[config.mk]
export PLATFORM = sky130hd
export DESIGN_NAME = bit_serial_adder
export DESIGN_NICKNAME = d
export VERILOG_FILES = /design/src/rtl/bit_serial_adder.sv
export SDC_FILE = /design/constraint.sdc
export NUM_CORES = 1
export LEC_CHECK = 0
export ABC_AREA = 1
export CORE_MARGIN = 4
export CORE_UTILIZATION = 35
export CTS_CLUSTER_SIZE = 10
export DETAILED_ROUTE_END_ITERATION = 8
export DONT_BUFFER_PORTS = 1
export PLACE_DENSITY = 0.56
export SETUP_SLACK_MARGIN = 0.2
export SYNTH_ARGS = -nofsm -noshare
export SYNTH_HDL_FRONTEND = slang
export SYNTH_SLANG_ARGS = --single-unit
[constraint.sdc]
create_clock -name clk -period 1.6 [get_ports clk]
set_input_delay 0.16 -clock clk [delete_from_list [all_inputs] [get_ports clk]]
set_output_delay 0.16 -clock clk [all_outputs]
set_load 0.02 [all_outputs]
[src/rtl/bit_serial_adder.sv]
// bit_serial_adder
// LSB-first sequential adder built around one external, purely combinational
// full-adder cell. Each RUN cycle presents one operand bit pair plus the
// registered carry on fa_*, then captures the cell's sum/carry at the next edge.
// {carry, sum} = a + b + cin after WIDTH cycles of RUN.
//
// Handshake: start is a request sampled only while busy=0 (IDLE or DONE);
// a request seen while busy=1 is dropped, not queued, and never touches the
// captured operands. done is a one-cycle pulse; sum/carry hold until the next
// accepted start, which clears them on the accepting edge.
module bit_serial_adder #(
  parameter int WIDTH = 8
) (
  input  logic             clk,
  input  logic             rst_n,
  input  logic             start,
  input  logic [WIDTH-1:0] a,
  input  logic [WIDTH-1:0] b,
  input  logic             cin,
  output logic             fa_a,
  output logic             fa_b,
  output logic             fa_cin,
  input  logic             fa_sum,
  input  logic             fa_carry,
  output logic             busy,
  output logic             done,
  output logic [WIDTH-1:0] sum,
  output logic             carry,
  output logic [1:0]       dbg_state
);

  localparam int CW = $clog2(WIDTH) + 1;

  localparam logic [1:0] S_IDLE = 2'd0;
  localparam logic [1:0] S_RUN  = 2'd1;
  localparam logic [1:0] S_DONE = 2'd2;

  logic [1:0]       r_state;
  logic [WIDTH-1:0] r_a_sh;
  logic [WIDTH-1:0] r_b_sh;
  logic             r_c_reg;
  logic [WIDTH-1:0] r_sum_sh;
  logic [CW-1:0]    r_bit_cnt;
  logic [WIDTH-1:0] r_sum;
  logic             r_carry;

  logic [WIDTH-1:0] w_sum_next;
  logic             w_last;
  logic             w_run;

  assign w_run  = (r_state == S_RUN);
  assign w_last = (r_bit_cnt == CW'(WIDTH - 1));

  // Shift the cell's sum bit in at the MSB; written this way so WIDTH=1 needs no slice.
  always_comb begin
    w_sum_next            = r_sum_sh >> 1;
    w_sum_next[WIDTH-1]   = fa_sum;
  end

  assign fa_a      = w_run ? r_a_sh[0] : 1'b0;
  assign fa_b      = w_run ? r_b_sh[0] : 1'b0;
  assign fa_cin    = w_run ? r_c_reg   : 1'b0;
  assign busy      = w_run;
  assign done      = (r_state == S_DONE);
  assign sum       = r_sum;
  assign carry     = r_carry;
  assign dbg_state = r_state;

  // Control FSM plus datapath: launch, per-bit shift/capture, and result latch.
  always_ff @(posedge clk) begin
    if (!rst_n) begin
      r_state   <= S_IDLE;
      r_a_sh    <= '0;
      r_b_sh    <= '0;
      r_c_reg   <= 1'b0;
      r_sum_sh  <= '0;
      r_bit_cnt <= '0;
      r_sum     <= '0;
      r_carry   <= 1'b0;
    end else begin
      case (r_state)
        S_RUN: begin
          r_a_sh    <= r_a_sh >> 1;
          r_b_sh    <= r_b_sh >> 1;
          r_sum_sh  <= w_sum_next;
          r_c_reg   <= fa_carry;
          r_bit_cnt <= r_bit_cnt + CW'(1);
          if (w_last) begin
            r_state <= S_DONE;
            r_sum   <= w_sum_next;
            r_carry <= fa_carry;
          end
        end
        default: begin
          // IDLE and DONE both accept a new request.
          if (start) begin
            r_state   <= S_RUN;
            r_a_sh    <= a;
            r_b_sh    <= b;
            r_c_reg   <= cin;
            r_sum_sh  <= '0;
            r_bit_cnt <= '0;
            r_sum     <= '0;
            r_carry   <= 1'b0;
          end else begin
            r_state <= S_IDLE;
          end
        end
      endcase
    end
  end

endmodule

; ---- After elaboration in Yosys (flattened, before gate mapping)
; Cells that the tools add are included.
[totals]
register_bits = 40
inputBits = 22
out_inout_bits = 16
elab_cells = 40
[op_classes]
addsub = 1
eq_ne = 4
n_mux = 21
bitwise_logic = 1
n_reduce_logical = 3
[op_table]
columns = operator, n
row1 = $mux W8, 4
row2 = $mux W7, 4
row3 = $mux W1, 9
row4 = $mux W4, 2
row5 = $add A4 B1 Y4 const B, 1
row6 = $eq A4 B3 Y1 const B, 1
row7 = $mux W2, 2
row8 = $eq A2 B1 Y1 const B, 1
row9 = $eq A2 B2 Y1 const B, 1
row10 = $ne A2 B2 Y1 const B, 1
row11 = $reduce_and A2 Y1, 1
row12 = $reduce_bool A2 Y1, 1
row13 = $reduce_or A2 Y1, 1
row14 = $not A1 Y1, 1

; ---- Longest topological paths before layout
[logic_depth]
depth_word = 3
mapped_depth = 7
mapped_depth_nobuf = 7

; ---- Worst setup path after synthesis
; No wires, ideal clock.
[synth_timing]
path_type = reg2out
startpoint = register r_state[0] (netlist: dbg_state[0])
endpoint = output port fa_a
arrival_ns = 1.102
required_time_ns = 1.440
setup_slack_ns = 0.338
stages_incl_launch_ff = 4
path_buffers = 1
cell_sequence = dfxtp_1 > nand2_4 > buf_4 > nor2_1
[synth_via]
elab_chain_len = 2
[synth_lines]
columns = element, line
row1 = "start, declared", 38  ; logic [1:0] r_state;
row2 = "start signal, assigned", 72  ; r_state <= S_IDLE;
row3 = "start signal, assigned", 89  ; r_state <= S_DONE;
row4 = "start signal, assigned", 97  ; r_state <= S_RUN;
row5 = $eq A2 B1 Y1, 51  ; assign w_run = (r_state == S_RUN);
row6 = $mux W1, 60  ; assign fa_a = w_run ? r_a_sh[0] : 1'b0;
row7 = "end, declared", 20  ; output logic fa_a,
; No other way between the ends.

; ---- Worst setup path in the final report
[layout_timing]
startpoint = register r_state[1] (netlist: dbg_state[1])
endpoint = output port fa_b
[layout_via]
elab_chain_len = 2
[layout_lines]
columns = element, line
row1 = $eq A2 B1 Y1, 51
row2 = $mux W1, 61  ; assign fa_b = w_run ? r_b_sh[0] : 1'b0;
row3 = "end, declared", 21  ; output logic fa_b,
; No other way between the ends.

==> results.md <==
Logic synthesis
• dominant combinational cell family by area after synthesis: simple AND/OR/NAND/NOR gates
• Synth Net Count: 284
• mean area per synthesized cell: 7.033 sq um
• synth top area cells: sky130_fd_sc_hd__dfxtp_1, sky130_fd_sc_hd__nand3_1, sky130_fd_sc_hd__nand2_1
• post-synthesis share of cell area spent on full adders, half adders and majority gates: 0.006817
• complex-gate fraction of the synthesized area: 0.06476
• number of distinct library cells after synthesis: 22
• post-synthesis cell type with the largest combined area: sky130_fd_sc_hd__dfxtp_1
• XOR/XNOR Fraction of Synth Area: 0
• multiplexer fraction of the synthesized cell area: 0
• post-synthesis share of cell area spent on and, or, nand and nor gates: 0.3599
• number of warnings printed during yosys synthesis: 0
• sequential-to-total area share from yosys stat: 0.4254
• Post-Synthesis Cells: 261
• Synth Register Bits: 39
• share of the synthesized area in the top cell type: 0.4254
• netlist area before placement: 1836 sq um

Power
• Switching Power: 0.5644 mW
• Leak Pwr: 0.9632 nW
• switching part of the total: 0.2814
• portion of total power attributed to sequential cells: 0.532
• clock network power share: 0.325
• portion of total power attributed to combinational logic: 0.144
• internal power of the cells: 1.441 mW
• Worst VDD drop: 0.5798 mV
• total power divided by cell area: 970.2 nW/um^2

Detailed routing
• final routed DRC violation total: 0
• Routed Wire Length: 4.022 mm
• average detailed-routed wire length per instance: 11.93 microns
• Initial DRT Pass Iterations: 4
• number of DRC markers in iteration 0: 67
• antenna violation net count after detailed routing: 0
• per-cell via count in the routed design: 4.677
• total number of vias: 1,576

Outcome
• result of the run: complete, but fails checks
• failing checks: hold timing

Worst setup path
• Worst setup startpoint: dbg_state[1]
• data required time at the worst endpoint: 1.44 ns
• peak fanout along the critical path: 5
• startpoint kind of the worst setup timing path: flop
• Register-to-Register Path Depth: 7
• Crit path arrival time: 1.16 ns
• Critical R2R Launch: dbg_state[1]
• r2r endpoint: sum[3]
• type of the setup path with the least slack: flop to output port
• Crit. End Element: output port
• critical path endpoint: fa_b
• register-to-register setup slack: 0.29 ns

Cells and area
• Post-Layout Cell Count: 337
• Syn-to-layout area delta: 12.61%
• Post-layout nets: 289
• number of diodes: 0
• ratio of cells with drive above 1 in the final layout: 0.1273

Place
• detailed placement HPWL: 2.592 mm
• count of input and output buffers: 0
• Place WS: 0.3313 ns
• number of instances in the placed design: 324
• global placer's final weighted congestion: 0.6899

Clock tree
• TritonCTS clock tree: built
• CTS Root Buffer Type: sky130_fd_sc_hd__clkbuf_8
• number of clock sinks: 39
• clock latency of the later-clocked register in the worst-skew pair: 0.30 ns
• CTS buffer count: 5
• CTS max path bufs: 2
• H-tree level count: 2
• clock-pin slew of the registers on the worst-case setup and hold paths: 0.08 ns

Timing
• worst hold slack: -0.02098 ns
• Final Slew Violations: 0
• maximum achievable frequency: 0.7553 GHz
• Hold Violations, Final: 1
• Sum Neg Setup Slack: 0 ns
• worst clock skew: 0.01194 ns
• setup ws final: 0.2759 ns
• Tcrit/Tclk final: 0.8275
• slew of the pin with the lowest slew margin: 0.3902 ns
• worst rel slew slack: 0.7389
• unrepaired setup endpoints after global routing: false
• Finish-stage setup viols: 0
• post-layout minimum cycle time: 1.324 ns

Global route
• largest net degree at the start of global routing: 35
• antenna violations before repair: 0
• total routing usage reported by global routing: 0.1354
• number of global-route vias before repair: 1,427
• total gr overflow: 0
• global-route wire length before repair: 6.679 mm

Floorplan
• Core Box Area: 5107 sq um
• standard-cell rows: 26
• die footprint: 6467 sq um
• starting utilization of the core area: 0.3594
• Die Span X: 80.42 microns
• ports placed on the boundary: 38
• die boundary height: 80.42 microns

Flow run
• number of max-cap violations: 0

Hold path
• kind of path behind the tightest hold check: input pin to flop

==> area by class of cell <==
type	instances	area, sq um
clock buffer	6	72.57
multi-input combinational	169	808.3
timing repair buffer	12	147.6
sequential	39	785.8
tap	70	87.58
clock inverter	2	12.51
fill	567	3040
inverter	39	152.6
==> synthesized netlist by cell type (all sizes together) <==
cell    count
clkbuf      1
dfxtp      39
o21ai       6
inv        38
nand3      51
nor2       43
clkinv      1
buf        13
o21a        6
a21oi       5
ha          1
a211oi      2
nand2      55
==> stage by stage <==
stage	cell area, sq um	power, mW	util
after floorplan	1836	1.312	-
after detailed placement	1876	1.331	0.3672
after CTS	2022	2.014	0.3959
after global placement	1876	1.327	0.3672
after global routing	2067	2.121	0.4047
final	2067	2.005	0.4047
==> worst min path at each step <==
stage / start / endpoint / slack [ns] / depth (start not counted)
floorplan: b[7] / r_b_sh[7] / 0.31 / 2
global placement: rst_n / r_a_sh[6] / 0.26 / 2
detailed placement: rst_n / r_b_sh[6] / 0.27 / 2
CTS: rst_n / r_b_sh[4] / -0.04 / 2
global route: rst_n / r_bit_cnt[2] / 0.002 / 2
finish: rst_n / r_a_sh[6] / -0.02 / 2
==> what timing repair did <==
| action | 4_1_cts | 5_1_grt |
|---|---|---|
| pin swaps | 1 | 0 |
| setup buffers | 2 | 1 |
| cloned | 1 | 0 |
| hold endpoints to repair | 29 | 30 |
| resized for setup | 4 | 5 |
| setup endpoints to repair | 3 | 7 |
==> power groups by stage <==
stage	clock [mW]	combinational, mW	sequential [mW]
after floorplan	0	0.227	1.08
after global placement	0	0.239	1.09
after detailed placement	0	0.242	1.09
after CTS	0.677	0.268	1.07
after global routing	0.721	0.328	1.07
final	0.651	0.288	1.07
==> cell families after synthesis <==
group	Yosys count
buf+inv	53
flops	39
fa+ha+maj	1
compound gates	19
simple gates	149
==> placed cells by master (no fill, tap or decap), types with 2 or more instances in the layout <==
cell type	netlist	routed
sky130_fd_sc_hd__nand3_1	51	51
sky130_fd_sc_hd__nand2_1	50	50
sky130_fd_sc_hd__nor2_1	41	40
sky130_fd_sc_hd__dfxtp_1	39	37
sky130_fd_sc_hd__inv_1	35	35
sky130_fd_sc_hd__buf_4	5	7
sky130_fd_sc_hd__o21a_1	6	6
sky130_fd_sc_hd__a21oi_1	5	5
sky130_fd_sc_hd__clkbuf_8	0	5
sky130_fd_sc_hd__o21ai_0	4	4
sky130_fd_sc_hd__nor2_4	2	3
sky130_fd_sc_hd__nand2_2	3	3
sky130_fd_sc_hd__inv_4	1	2
sky130_fd_sc_hd__clkinv_2	1	2
sky130_fd_sc_hd__a211oi_1	2	2
sky130_fd_sc_hd__buf_12	0	2
sky130_fd_sc_hd__buf_6	5	2
==> routing by layer <==
| metal | up-vias | global-route usage | wire length [microns] |
|---|---|---|---|
| met5 | - | 0 | 0 |
| met4 | 0 | 0.05068 | 61 |
| met3 | 7 | 0.04821 | 311 |
| met2 | 44 | 0.2070 | 1802 |
| met1 | 710 | 0.1739 | 1846 |
| li1 | 815 | - | - |
==> worst max-delay path, cell delays in order, from the launching register on <==
cell and delay [ns]:
sky130_fd_sc_hd__dfxtp_4 0.37, sky130_fd_sc_hd__inv_4 0.08, sky130_fd_sc_hd__nand2_8 0.06, sky130_fd_sc_hd__buf_12 0.13, sky130_fd_sc_hd__nor2_1 0.08, sky130_fd_sc_hd__buf_4 0.14
Power figures use the tool's default switching activity.
